[src/rtl/exe_mem_pipe_stage_if.sv]
// EXE->MEM stage bus: EXE-side handshake/payload, MEM-side handshake/payload and the error flag.
// master = surrounding pipeline (drives EXE payload, mem_ready); slave = the stage itself.
interface exe_mem_pipe_stage_if #(
  parameter int unsigned DATA_W = 32
);
  logic              exe_valid;
  logic              exe_ready;
  logic [DATA_W-1:0] exe_sw_o;
  logic [DATA_W-1:0] exe_write_o;
  logic [DATA_W-1:0] exe_alu_result;
  logic              exe_lwsrc;
  logic              exe_movsrc;
  logic              exe_DM_read;
  logic              exe_DM_write;

  logic              mem_valid;
  logic              mem_ready;
  logic [DATA_W-1:0] mem_sw_o;
  logic [DATA_W-1:0] mem_write_o;
  logic [DATA_W-1:0] mem_alu_result;
  logic              mem_lwsrc;
  logic              mem_movsrc;
  logic              mem_DM_read;
  logic              mem_DM_write;

  logic              ctrl_err;

  modport master (
    output exe_valid, exe_sw_o, exe_write_o, exe_alu_result,
           exe_lwsrc, exe_movsrc, exe_DM_read, exe_DM_write, mem_ready,
    input  exe_ready, mem_valid, mem_sw_o, mem_write_o, mem_alu_result,
           mem_lwsrc, mem_movsrc, mem_DM_read, mem_DM_write, ctrl_err
  );

  modport slave (
    input  exe_valid, exe_sw_o, exe_write_o, exe_alu_result,
           exe_lwsrc, exe_movsrc, exe_DM_read, exe_DM_write, mem_ready,
    output exe_ready, mem_valid, mem_sw_o, mem_write_o, mem_alu_result,
           mem_lwsrc, mem_movsrc, mem_DM_read, mem_DM_write, ctrl_err
  );
endinterface

[src/rtl/exe_mem_pipe_stage.sv]
// EXE->MEM pipeline stage: valid/ready handshake, 2-entry skid buffer, sync flush, gated DM strobes.
// Optional macro EXE_MEM_STALL_CNT_EN adds a saturating stall_cnt output.
module exe_mem_pipe_stage #(
  parameter int unsigned DATA_W = 32,
  parameter int unsigned CNT_W  = 16
) (
  input  logic                  clk,
  input  logic                  rst,
  input  logic                  flush,
  exe_mem_pipe_stage_if.slave   bus
`ifdef EXE_MEM_STALL_CNT_EN
  ,
  output logic [CNT_W-1:0]      stall_cnt
`endif
);

  typedef struct packed {
    logic [DATA_W-1:0] sw;
    logic [DATA_W-1:0] wr;
    logic [DATA_W-1:0] alu;
    logic              lwsrc;
    logic              movsrc;
    logic              dm_rd;
    logic              dm_wr;
  } entry_t;

  // Occupancy replaces separate main/skid valid bits; skid is only ever full when main is.
  typedef enum logic [1:0] {
    OCC_EMPTY = 2'd0,
    OCC_MAIN  = 2'd1,
    OCC_BOTH  = 2'd2
  } occ_e;

  occ_e   occ_q, occ_d;
  entry_t main_q, main_d;
  entry_t skid_q, skid_d;
  logic   err_q, err_d;

  entry_t in_e;
  logic   main_valid;
  logic   skid_valid;
  logic   accept;
  logic   consume;

  always_comb begin
    in_e        = '0;
    in_e.sw     = bus.exe_sw_o;
    in_e.wr     = bus.exe_write_o;
    in_e.alu    = bus.exe_alu_result;
    in_e.lwsrc  = bus.exe_lwsrc;
    in_e.movsrc = bus.exe_movsrc;
    in_e.dm_rd  = bus.exe_DM_read;
    in_e.dm_wr  = bus.exe_DM_write;
  end

  assign main_valid = (occ_q != OCC_EMPTY);
  assign skid_valid = (occ_q == OCC_BOTH);
  assign accept     = bus.exe_valid & ~skid_valid;
  assign consume    = main_valid & bus.mem_ready;

  always_comb begin
    occ_d  = occ_q;
    main_d = main_q;
    skid_d = skid_q;
    err_d  = err_q | (accept & bus.exe_DM_read & bus.exe_DM_write);

    unique case (occ_q)
      OCC_EMPTY: begin
        if (accept) begin
          main_d = in_e;
          occ_d  = OCC_MAIN;
        end
      end
      OCC_MAIN: begin
        if (consume) begin
          if (accept) begin
            main_d = in_e;
          end else begin
            occ_d = OCC_EMPTY;
          end
        end else if (accept) begin
          skid_d = in_e;
          occ_d  = OCC_BOTH;
        end
      end
      OCC_BOTH: begin
        if (consume) begin
          main_d = skid_q;
          occ_d  = OCC_MAIN;
        end
      end
      default: begin
        occ_d = OCC_EMPTY;
      end
    endcase

    // Payload may still load during flush; only occupancy is killed.
    if (flush) begin
      occ_d = OCC_EMPTY;
    end
  end

  always_ff @(posedge clk or negedge rst) begin
    if (!rst) begin
      occ_q  <= OCC_EMPTY;
      main_q <= '0;
      skid_q <= '0;
      err_q  <= 1'b0;
    end else begin
      occ_q  <= occ_d;
      main_q <= main_d;
      skid_q <= skid_d;
      err_q  <= err_d;
    end
  end

  assign bus.exe_ready      = ~skid_valid;
  assign bus.mem_valid      = main_valid;
  assign bus.mem_sw_o       = main_q.sw;
  assign bus.mem_write_o    = main_q.wr;
  assign bus.mem_alu_result = main_q.alu;
  assign bus.mem_lwsrc      = main_q.lwsrc;
  assign bus.mem_movsrc     = main_q.movsrc;
  assign bus.mem_DM_read    = main_q.dm_rd & main_valid;
  assign bus.mem_DM_write   = main_q.dm_wr & main_valid;
  assign bus.ctrl_err       = err_q;

`ifdef EXE_MEM_STALL_CNT_EN
  logic [CNT_W-1:0] stall_cnt_q, stall_cnt_d;

  always_comb begin
    stall_cnt_d = stall_cnt_q;
    if (main_valid && !bus.mem_ready && (stall_cnt_q != '1)) begin
      stall_cnt_d = stall_cnt_q + 1'b1;
    end
  end

  always_ff @(posedge clk or negedge rst) begin
    if (!rst) begin
      stall_cnt_q <= '0;
    end else begin
      stall_cnt_q <= stall_cnt_d;
    end
  end

  assign stall_cnt = stall_cnt_q;
`endif

endmodule

[src/flat_wrapper.sv]
// flat-port wrapper written by rule: the top's interface ports become plain ports
module exe_mem_pipe_stage_flat 
#(
  parameter int unsigned DATA_W = 32,
  parameter int unsigned CNT_W  = 16
)
  (clk, rst, flush, bus_exe_valid, bus_exe_sw_o, bus_exe_write_o, bus_exe_alu_result, bus_exe_lwsrc, bus_exe_movsrc, bus_exe_DM_read, bus_exe_DM_write, bus_mem_ready, bus_exe_ready, bus_mem_valid, bus_mem_sw_o, bus_mem_write_o, bus_mem_alu_result, bus_mem_lwsrc, bus_mem_movsrc, bus_mem_DM_read, bus_mem_DM_write, bus_ctrl_err);
  exe_mem_pipe_stage_if #(.DATA_W(DATA_W)) bus_i ();
  input  logic clk;
  input  logic rst;
  input  logic flush;
  input wire logic [$bits(bus_i.exe_valid)-1:0] bus_exe_valid;
  input wire logic [$bits(bus_i.exe_sw_o)-1:0] bus_exe_sw_o;
  input wire logic [$bits(bus_i.exe_write_o)-1:0] bus_exe_write_o;
  input wire logic [$bits(bus_i.exe_alu_result)-1:0] bus_exe_alu_result;
  input wire logic [$bits(bus_i.exe_lwsrc)-1:0] bus_exe_lwsrc;
  input wire logic [$bits(bus_i.exe_movsrc)-1:0] bus_exe_movsrc;
  input wire logic [$bits(bus_i.exe_DM_read)-1:0] bus_exe_DM_read;
  input wire logic [$bits(bus_i.exe_DM_write)-1:0] bus_exe_DM_write;
  input wire logic [$bits(bus_i.mem_ready)-1:0] bus_mem_ready;
  output wire logic [$bits(bus_i.exe_ready)-1:0] bus_exe_ready;
  output wire logic [$bits(bus_i.mem_valid)-1:0] bus_mem_valid;
  output wire logic [$bits(bus_i.mem_sw_o)-1:0] bus_mem_sw_o;
  output wire logic [$bits(bus_i.mem_write_o)-1:0] bus_mem_write_o;
  output wire logic [$bits(bus_i.mem_alu_result)-1:0] bus_mem_alu_result;
  output wire logic [$bits(bus_i.mem_lwsrc)-1:0] bus_mem_lwsrc;
  output wire logic [$bits(bus_i.mem_movsrc)-1:0] bus_mem_movsrc;
  output wire logic [$bits(bus_i.mem_DM_read)-1:0] bus_mem_DM_read;
  output wire logic [$bits(bus_i.mem_DM_write)-1:0] bus_mem_DM_write;
  output wire logic [$bits(bus_i.ctrl_err)-1:0] bus_ctrl_err;
  assign bus_i.exe_valid = bus_exe_valid;
  assign bus_i.exe_sw_o = bus_exe_sw_o;
  assign bus_i.exe_write_o = bus_exe_write_o;
  assign bus_i.exe_alu_result = bus_exe_alu_result;
  assign bus_i.exe_lwsrc = bus_exe_lwsrc;
  assign bus_i.exe_movsrc = bus_exe_movsrc;
  assign bus_i.exe_DM_read = bus_exe_DM_read;
  assign bus_i.exe_DM_write = bus_exe_DM_write;
  assign bus_i.mem_ready = bus_mem_ready;
  assign bus_exe_ready = bus_i.exe_ready;
  assign bus_mem_valid = bus_i.mem_valid;
  assign bus_mem_sw_o = bus_i.mem_sw_o;
  assign bus_mem_write_o = bus_i.mem_write_o;
  assign bus_mem_alu_result = bus_i.mem_alu_result;
  assign bus_mem_lwsrc = bus_i.mem_lwsrc;
  assign bus_mem_movsrc = bus_i.mem_movsrc;
  assign bus_mem_DM_read = bus_i.mem_DM_read;
  assign bus_mem_DM_write = bus_i.mem_DM_write;
  assign bus_ctrl_err = bus_i.ctrl_err;
  exe_mem_pipe_stage #(.DATA_W(DATA_W), .CNT_W(CNT_W)) u_core (.clk(clk), .rst(rst), .flush(flush), .bus(bus_i));
endmodule
[config.mk]
export PLATFORM = sky130hd
export DESIGN_NAME = exe_mem_pipe_stage_flat
export DESIGN_NICKNAME = d
export VERILOG_FILES = /design/src/rtl/exe_mem_pipe_stage_if.sv /design/src/rtl/exe_mem_pipe_stage.sv /design/src/flat_wrapper.sv
export SDC_FILE = /design/constraint.sdc
export NUM_CORES = 1
export LEC_CHECK = 0
export BUFFER_PORTS_ARGS = -buffer_cell sky130_fd_sc_hd__buf_2
export CORE_AREA = 2 2 150 152
export CTS_BUF_LIST = sky130_fd_sc_hd__clkbuf_16
export CTS_CLUSTER_DIAMETER = 150
export DETAILED_ROUTE_END_ITERATION = 10
export DIE_AREA = 0 0 152 154
export GPL_TIMING_DRIVEN = 1
export PLACE_DENSITY = 0.67
export SYNTH_ARGS = -nofsm -noshare
export SYNTH_HDL_FRONTEND = slang
export SYNTH_SLANG_ARGS = --single-unit
[constraint.sdc]
create_clock -name clk -period 2.5 [get_ports clk]
set_clock_uncertainty 0.1 [all_clocks]
set_input_delay 0.125 -clock clk [delete_from_list [all_inputs] [get_ports clk]]
set_output_delay 0.125 -clock clk [all_outputs]
set_load 0.01 [all_outputs]
==> flow_summary_export.csv, run 1 <==
group,metric,value,unit
placement,place.gp.congestion,0.7314,
hold_path,holdPathEnd,"u_core.occ_q[0]$_DFFE_PN0P_",
yosys,ys.flop_type,"dfrtp_1",
yosys,netlist.top_cell.by_area,"dfrtp_1",
cells_and_area,multi_input_area,3521,um2
yosys,syn_avg_cell_area,14.84,um2
setup_path,worstSetupEndpointType,"primary output",
yosys,yosysTopAreaCellShare,0.5282,
clocking,clockBufferDepth,3,
sta,slew_headroom,0.5763,
placement,io_buffers,207,
yosys,yosys_register_bits,203,
yosys,synth.area.top_cells,"dfrtp_1, mux2_2, buf_4, mux2_1, buf_6",
clocking,cts_root_buf,"clkbuf_16",
sta,max_freq,0.4598,GHz
setup_path,ff2ff_setup_slack,0.37,ns
global_route,grt_overflow,0,
yosys,yosysSeqAreaShare,0.5282,
setup_path,worstPathCellList,"nor2b_4, buf_4, inv_1, buf_2",
floorplanning,core.rowCount,54,
setup_path,path_delay_family,"simple AND/OR/NAND/NOR gates",
floorplanning,pin_count,208,
power_and_ir_drop,ir_worst_vdd,0.5756,mV
cells_and_area,drive_above_1_share,0.6016,
placement,dpl.hpwl,12820,um
floorplanning,fp.coreArea,21690,um2
cells_and_area,antenna_cells,0,
detailed_routing,drtIter0Drc,146,
setup_path,crit_type,"flop to primary output",
sta,holdWs,0.03334,ns
setup_path,crit_slowest_cell,"nor2b_4",
hold_path,worstHoldStart,"bus_mem_ready",
hold_path,hp-class,"input pin to flop",
setup_path,crit_required,2.28,ns
sta,hold_viol_final,0,
clocking,post_cts_buffers,0,
floorplanning,initial_core_util,0.4435,
hold_path,min_path_cells,4,
clocking,clk-insertion-delay-late,0.49,ns
global_route,antenna_found_initial,0,
floorplanning,die_area,23410,um2
yosys,syn_nets,753,
clocking,cts_max_level,1,
clocking,cts_sinks,203,
setup_path,worstReg2RegEnd,"u_core.bus.mem_alu_result[30]$_DFFE_PN0P_",
yosys,ys_warn_count,0,
cells_and_area,register_area,5080,um2
yosys,syn-cell-area,9618,um2
setup_path,r2r_start,"u_core.occ_q[0]$_DFFE_PN0P_",
sta,slew_violations,0,
cells_and_area,areaGrowthSynthToFinish,24.27,%
floorplanning,die_y,154,um
setup_path,critPathLaunchType,"flop",
sta,setup_tns,0,ns
sta,grt_setup_unrepaired,"false",
cells_and_area,nets,976,
sta,tightest_slew,0.6356,ns
sta,finalSetupViolations,0,
detailed_routing,vias,5694,
power_and_ir_drop,power.leakage,5.320,nW
power_and_ir_drop,power_density,759.7,nW/um2
yosys,synth-edff-count,0,
sta,period_needed,2.175,ns
global_route,first_global_vias,6592,
yosys,yosysMostFrequentCell,"mux2_2",
setup_path,r2r_cells,4,
clocking,cts_buffers,22,
global_route,grt_pass1_wl,33430,um
yosys,synth_common_cells,"mux2_2, dfrtp_1, buf_4, mux2_1, buf_6",
outcome,status,"complete, no violations",
clocking,cts_tree,"built",
sta,finalCritPeriodShare,0.8700,
global_route,grt_usage,0.1711,
flow_run,cap_viol_max_count,0,
setup_path,arrival,1.95,ns
detailed_routing,viasPerCell,4.883,
detailed_routing,antenna_left,0,
clocking,clkTransAtPathRegs,0.06,ns
yosys,async_reset_ff_frac,1.000,
detailed_routing,drtPass1Iterations,4,
detailed_routing,routed_wl,19680,um
yosys,synth_cells,648,
setup_path,cp_max_fo,12,
global_route,grt_max_degree,74,
yosys,yosysUniqueCellTypes,21,
detailed_routing,wl_per_cell,16.88,um
cells_and_area,nFillCells,1738,
detailed_routing,drc,0,
setup_path,worst-path-buf-inv,3,
floorplanning,die_w,152,um
setup_path,slowest_delay,0.49,ns
[cell usage in the layout, fill, tap and decap left out]
cell type,synthesis,routed
nor2b_2,1,1
or2_2,1,1
and2_1,2,2
a21oi_1,2,2
buf_2,3,206
dlygate4sd3_1,0,104
mux2_1,25,25
buf_12,0,10
bufinv_16,0,1
mux2i_1,1,1
clkinv_2,0,4
a41o_1,1,1
nor2b_4,0,1
or3b_2,1,1
clkbuf_16,0,23
nor3_1,1,1
nor2_1,1,1
o21ba_2,1,1
and3b_4,0,1
inv_1,1,5
o2bb2ai_4,1,1
clkinv_1,0,7
dfrtp_1,203,203
nand2_1,1,1
buf_4,106,6
clkbuf_8,0,1
mux2_2,275,275
[final cells by class]
class	count	area share
flip-flops and latches	203	0.4250
multi-input cells	316	0.2946
repair buffers	327	0.1950
clock buffers	23	0.04815
well taps	280	0.02931
clock inverters	16	0.007642
inverters	1	0.0003140
[sequential cells by signal (all words and copies together), names as in the netlist]
register and flops:
u_core.bus.mem_movsrc 1, u_core.main_q 2, u_core.occ_q 2, u_core.skid_q 100, u_core.bus.mem_sw_o 32, u_core.bus.ctrl_err 1, u_core.bus.mem_write_o 32, u_core.bus.mem_lwsrc 1
u_core.bus.mem_alu_result 32
[cells by family (layout without fill, tap and decap cells)]
family | count (synthesis) | after routing | share of synthesized area
multiplexers | 301 | 301 | 0.3523
AND/OR/NAND/NOR | 10 | 10 | 0.006634
buffers and inverters | 129 | 367 | 0.1069
AO/OA/AOI/OAI | 5 | 5 | 0.005985
flip-flops | 203 | 203 | 0.5282
[what timing repair did]
action                    CTS  global route
hold endpoints to repair  271             0
resized for setup           0             0
hold buffers              104             0
[how the worst max path moves through the flow]
stage                     cells past startpoint  slack, ns                                  endpoint                        start
after floorplan                               5       0.77  u_core.bus.mem_alu_result[0]$_DFFE_PN0P_  u_core.occ_q[0]$_DFFE_PN0P_
after global placement                        4       0.45    u_core.bus.mem_write_o[26]$_DFFE_PN0P_  u_core.occ_q[0]$_DFFE_PN0P_
after detailed placement                      4       0.36  u_core.bus.mem_alu_result[2]$_DFFE_PN0P_  u_core.occ_q[0]$_DFFE_PN0P_
after CTS                                     4       0.30                             bus_exe_ready  u_core.occ_q[0]$_DFFE_PN0P_
after global routing                          4       0.22                             bus_exe_ready  u_core.occ_q[0]$_DFFE_PN0P_
final                                         4       0.33                             bus_exe_ready  u_core.occ_q[0]$_DFFE_PN0P_
[power breakdown]
| part | internal (mW) | total [mW] | leakage [nW] | switching [mW] |
|---|---|---|---|---|
| Combinational | 1.02 | 1.73 | 2.57 | 0.710 |
| Sequential | 4.00 | 4.34 | 2.41 | 0.346 |
| Clock | 1.75 | 3.01 | 0.345 | 1.25 |
[per-stage QoR]
stage	setup WS (ns)	cells	power [mW]	cell area, um2	util
after floorplan	0.7663	648	5.671	9618	-
after global placement	0.4549	1023	5.890	10240	0.4724
after detailed placement	0.3622	1023	6.021	10240	0.4724
after CTS	0.2955	1166	9.201	11950	0.5511
after global routing	0.2218	1166	9.583	11950	0.5511
final	0.3250	1166	9.080	11950	0.5511
[metal layers]
| layer | up-vias | share of wire | track usage | routed length [um] |
|---|---|---|---|---|
| met2 | 154 | 0.50 | 0.3069 | 9879 |
| li1 | 2634 | - | - | - |
| met5 | - | 0 | 0 | 0 |
| met3 | 26 | 0.058 | 0.04538 | 1150 |
| met4 | 0 | 0.021 | 0.03649 | 415 |
| met1 | 2880 | 0.42 | 0.2074 | 8230 |
[worst reg2reg max path, delay by kind of cell, from the launching register on]
kind                   cells  cell delay (ns)
buffers and inverters      1             0.30
and+or+nand+nor            1             0.49
muxes                      2             0.64
DFF                        1             0.48
(Power assumes the default switching activity.)
==> inputs of run 2 (changes only) <==
--- a/config.mk
+++ b/config.mk
@@ -6,13 +6,12 @@
 export NUM_CORES = 1
 export LEC_CHECK = 0
 export BUFFER_PORTS_ARGS = -buffer_cell sky130_fd_sc_hd__buf_2
-export CORE_AREA = 2 2 150 152
+export CORE_AREA = 2 2 161 163
 export CTS_BUF_LIST = sky130_fd_sc_hd__clkbuf_16
 export CTS_CLUSTER_DIAMETER = 150
 export DETAILED_ROUTE_END_ITERATION = 10
-export DIE_AREA = 0 0 152 154
+export DIE_AREA = 0 0 163 165
 export GPL_TIMING_DRIVEN = 1
-export PLACE_DENSITY = 0.67
 export SYNTH_ARGS = -nofsm -noshare
 export SYNTH_HDL_FRONTEND = slang
 export SYNTH_SLANG_ARGS = --single-unit
==> flow_summary_export.csv, run 2 (same netlist as run 1, synthesis figures left out) <==
group,metric,value,unit
outcome,status,"complete, no violations",
placement,dpl.hpwl,11700,um
global_route,antenna_found_initial,0,
clocking,clk-insertion-delay-late,0.50,ns
floorplanning,die_y,165,um
setup_path,crit_path_end,"bus_exe_ready",
cells_and_area,antenna_cells,0,
setup_path,arrival,1.81,ns
global_route,grt_overflow,0,
sta,max_freq,0.4905,GHz
detailed_routing,viasPerCell,4.645,
cells_and_area,largest_register_ffs,100,
detailed_routing,routed_wl,18720,um
sta,slew_headroom,0.6275,
power_and_ir_drop,power.leakage,5.333,nW
sta,finalSetupViolations,0,
floorplanning,die_w,163,um
floorplanning,die_area,26900,um2
setup_path,r2r_cells,5,
clocking,cts_buffers,24,
power_and_ir_drop,design_power_total,9.347,mW
power_and_ir_drop,power_density,775.5,nW/um2
placement,dp.cells,1068,
setup_path,worstReg2RegEnd,"u_core.occ_q[1]$_DFFE_PN0P_",
cells_and_area,drive_above_1_share,0.6056,
sta,setup_tns,0,ns
cells_and_area,postLayoutCellArea,12050,um2
global_route,grt_max_degree,67,
cells_and_area,areaGrowthSynthToFinish,25.32,%
detailed_routing,antenna_left,0,
floorplanning,initial_core_util,0.3842,
hold_path,hp-class,"input pin to async pin",
global_route,grt_pass1_wl,30830,um
floorplanning,core.rowCount,58,
power_and_ir_drop,ir_worst_vdd,0.4062,mV
setup_path,crit_type,"flop to primary output",
detailed_routing,drc,0,
sta,period_needed,2.039,ns
floorplanning,fp.coreArea,25040,um2
sta,tightest_slew,0.5588,ns
setup_path,worstSetupEndpointType,"primary output",
detailed_routing,drtPass1Iterations,4,
cells_and_area,fin_cells,1215,
cells_and_area,mostFrequentLayoutCell,"mux2_2",
cells_and_area,nets,974,
setup_path,r2r_start,"u_core.occ_q[0]$_DFFE_PN0P_",
sta,grt_setup_unrepaired,"false",
clocking,cts_sinks,203,
clocking,cts_tree,"built",
sta,slew_violations,0,
clocking,cts_max_level,1,
clocking,post_cts_buffers,0,
setup_path,critPathLaunchType,"flop",
setup_path,ff2ff_setup_slack,0.54,ns
clocking,clockBufferDepth,3,
placement,io_buffers,207,
placement,place.gp.congestion,0.6631,
cells_and_area,nFillCells,2234,
detailed_routing,wl_per_cell,15.41,um
placement,place_area,10240,um2
cells_and_area,final_cell_mix,"mux2_2, buf_2, dfrtp_1",
clocking,clkTransAtPathRegs,0.06,ns
detailed_routing,vias,5644,
global_route,first_global_vias,5971,
floorplanning,pin_count,208,
clocking,cts_root_buf,"clkbuf_16",
cells_and_area,largest-register,"u_core.skid_q",
sta,hold_viol_final,0,
detailed_routing,drtIter0Drc,175,
setup_path,crit_required,2.28,ns
global_route,grt_usage,0.1404,
flow_run,cap_viol_max_count,0,
setup_path,startpoint,"u_core.occ_q[0]$_DFFE_PN0P_",
cells_and_area,final_util,0.4814,
sta,finalCritPeriodShare,0.8155,
setup_path,cp_max_fo,60,
==> run 2: cell count changes in the layout (fill, tap and decap cells not counted), sizes merged <==
cell | previous run | this run
bufinv | 1 | 2
clkbuf | 24 | 26
buf | 222 | 217
inv | 5 | 3
dlygate4sd3 | 104 | 105
clkinv | 11 | 13
==> run 2: cell type report <==
cell class	count	area (um2)	share of cell area
multi-input combinational	316	3521	0.2921
sequential	203	5080	0.4215
clock inverter	17	131.4	0.01090
timing repair buffer	323	2278	0.1890
tap	330	412.9	0.03426
clock buffer	25	625.6	0.05190
inverter	1	3.754	0.0003114
==> run 2: worst min path at each step <==
stage	startpoint	end	slack (ns)	cells after the start
global placement	rst	u_core.skid_q[85]$_DFFE_PN0P_	0.08	1
detailed placement	rst	u_core.skid_q[86]$_DFFE_PN0P_	0.07	1
global route	bus_mem_ready	u_core.occ_q[0]$_DFFE_PN0P_	0.1	4
CTS	bus_mem_ready	u_core.occ_q[0]$_DFFE_PN0P_	0.07	4
floorplan	rst	u_core.bus.ctrl_err$_DFF_PN0_	-0.27	0
finish	rst	u_core.skid_q[86]$_DFFE_PN0P_	0.09	2
==> run 2: repair_timing <==
item	CTS	global route
gates resized for setup	0	0
hold endpoints to repair	341	0
hold buffers	105	0
==> run 2: worst max-delay path, cell delays in order (launching register included) <==
cell     delay (ns)
dfrtp_1        0.47
nor2b_4        0.21
buf_12         0.34
inv_1          0.11
buf_2          0.16
==> run 2: metrics by stage <==
step	hold WS, ns	worst slack [ns]
after global placement	0.08006	0.6000
after detailed placement	0.06725	0.5638
after global routing	0.09873	0.3295
after CTS	0.07358	0.3996
after floorplan	-0.2706	0.7663
final	0.09440	0.4613
==> run 2: layer usage <==
| layer | up-vias | wire length [um] | track usage |
|---|---|---|---|
| li1 | 2639 | - | - |
| met1 | 2819 | 8541 | 0.1865 |
| met2 | 164 | 8390 | 0.2263 |
| met3 | 22 | 1335 | 0.03968 |
| met4 | 0 | 450 | 0.03660 |
| met5 | - | 0 | 0 |
==> run 2: power breakdown <==
group          internal [mW]  switching [mW]  leakage, nW  total, mW
sequential              4.00           0.321         2.41       4.32
clock                   2.00            1.33        0.389       3.33
combinational           1.02           0.684         2.54       1.70
==> inputs of run 3 (changes only) <==
==> constraint.sdc (replaced) <==
create_clock -name clk -period 2.05 [get_ports clk]
set_clock_uncertainty 0.1 [all_clocks]
set_input_delay 0.1025 -clock clk [delete_from_list [all_inputs] [get_ports clk]]
set_output_delay 0.1025 -clock clk [all_outputs]
set_load 0.01 [all_outputs]
==> flow_summary_export.csv, run 3 (same netlist as run 1, synthesis figures left out) <==
group,metric,value,unit
cells_and_area,final_util,0.4824,
setup_path,worst-path-buf-inv,2,
sta,grt_setup_unrepaired,"false",
detailed_routing,drtPass1Iterations,4,
setup_path,cp_max_fo,6,
sta,slew_headroom,0.6249,
sta,max_freq,0.5197,GHz
detailed_routing,wl_per_cell,15.67,um
cells_and_area,nets,978,
placement,place_area,10300,um2
detailed_routing,drtIter0Drc,238,
power_and_ir_drop,power_density,932.9,nW/um2
cells_and_area,largest_register_ffs,100,
clocking,clockBufferDepth,3,
setup_path,path_delay_family,"simple AND/OR/NAND/NOR gates",
detailed_routing,routed_wl,19120,um
detailed_routing,viasPerCell,4.657,
outcome,status,"complete, no violations",
cells_and_area,multi_input_area,3521,um2
floorplanning,core.rowCount,58,
clocking,clkTransAtPathRegs,0.06,ns
cells_and_area,areaGrowthSynthToFinish,25.58,%
global_route,antenna_found_initial,0,
sta,hold_viol_final,0,
floorplanning,initial_core_util,0.3842,
detailed_routing,vias,5681,
cells_and_area,nFillCells,2273,
cells_and_area,postLayoutCellArea,12080,um2
placement,place.gp.congestion,0.6830,
clocking,cts_max_level,1,
cells_and_area,antenna_cells,0,
sta,period_needed,1.924,ns
cells_and_area,final_cell_mix,"mux2_2, buf_2, dfrtp_1",
setup_path,worstPathCellList,"buf_4, or2_2, and2_1, buf_2",
clocking,post_cts_buffers,0,
cells_and_area,fin_cells,1220,
global_route,grt_max_degree,64,
clocking,cts_sinks,203,
setup_path,critPathLaunchType,"flop",
clocking,cts_tree,"built",
setup_path,crit_required,1.85,ns
cells_and_area,largest-register,"u_core.skid_q",
global_route,grtUsageMet2,0.2373,
placement,dp.cells,1072,
hold_path,hp-class,"input pin to async pin",
sta,tightest_slew,0.5627,ns
setup_path,worstSetupEndpointType,"primary output",
global_route,grt_use_met1,0.1880,
sta,finalWorstSetupSlack,0.1259,ns
placement,dp_slack,0.1788,ns
sta,holdWs,0.06495,ns
floorplanning,pin_count,208,
sta,slew_violations,0,
sta,finalSetupViolations,0,
placement,dpl.hpwl,11910,um
cells_and_area,mostFrequentLayoutCell,"mux2_2",
clocking,clk-insertion-delay-late,0.50,ns
detailed_routing,drc,0,
flow_run,cap_viol_max_count,0,
setup_path,crit_slowest_cell,"dfrtp_1",
floorplanning,die_w,163,um
sta,finalCritPeriodShare,0.9386,
sta,setup_tns,0,ns
power_and_ir_drop,design_power_total,11.27,mW
cells_and_area,register_area,5081,um2
global_route,grt_overflow,0,
detailed_routing,antenna_left,0,
clocking,cts_buffers,24,
setup_path,slowest_delay,0.40,ns
floorplanning,fp.coreArea,25040,um2
placement,io_buffers,207,
global_route,grt_usage,0.1431,
floorplanning,die_y,165,um
cells_and_area,drive_above_1_share,0.6022,
global_route,grt.busiest_layer,"met2",
global_route,first_global_vias,5926,
global_route,use_met3,0.03918,
setup_path,arrival,1.72,ns
power_and_ir_drop,power.leakage,5.349,nW
global_route,grt_pass1_wl,31090,um
setup_path,crit_type,"flop to primary output",
floorplanning,die_area,26900,um2
clocking,cts_root_buf,"clkbuf_16",
power_and_ir_drop,ir_worst_vdd,0.5719,mV
==> run 3: path summary, 6_finish.rpt <==
kind,slack [ns],endpoint,cells after the start,startpoint
min in group clk,0.07,u_core.occ_q[0]$_DFFE_PN0P_,4,bus_mem_ready
hold reg to reg,0.36,u_core.bus.ctrl_err$_DFF_PN0_,1,u_core.bus.ctrl_err$_DFF_PN0_
max in group asynchronous,1.11,u_core.skid_q[69]$_DFFE_PN0P_,3,rst
setup reg to reg,0.16,u_core.occ_q[1]$_DFFE_PN0P_,5,u_core.occ_q[1]$_DFFE_PN0P_
hold / removal,0.06,u_core.skid_q[85]$_DFFE_PN0P_,2,rst
setup / recovery,0.13,bus_mem_DM_write,4,u_core.occ_q[0]$_DFFE_PN0P_
==> run 3: power by group <==
group          internal, mW  total [mW]  switching, mW  leakage (nW)
clock                  2.31        3.90           1.59         0.379
sequential             4.87        5.27          0.396          2.40
combinational          1.25        2.10          0.851          2.57
total                  8.43        11.3           2.84          5.35
==> run 3: timing repair <==
action,in CTS,in global routing
gates resized for setup,0,1
endpoints found under the setup margin,0,2
hold buffers,105,0
hold endpoints to repair,406,0
==> run 3: cell type report <==
cell class,count,share of cell area
clock buffer,25,0.05180
multi-input combinational,316,0.2915
inverter,1,0.0003108
timing repair buffer,327,0.1932
sequential,203,0.4207
clock inverter,18,0.008288
tap,330,0.03419
==> run 3: routing by layer <==
| layer | up-vias | wire length (um) |
|---|---|---|
| li1 | 2653 | - |
| met2 | 170 | 8709 |
| met3 | 28 | 1428 |
| met5 | - | 0 |
| met1 | 2830 | 8713 |
| met4 | 0 | 272 |
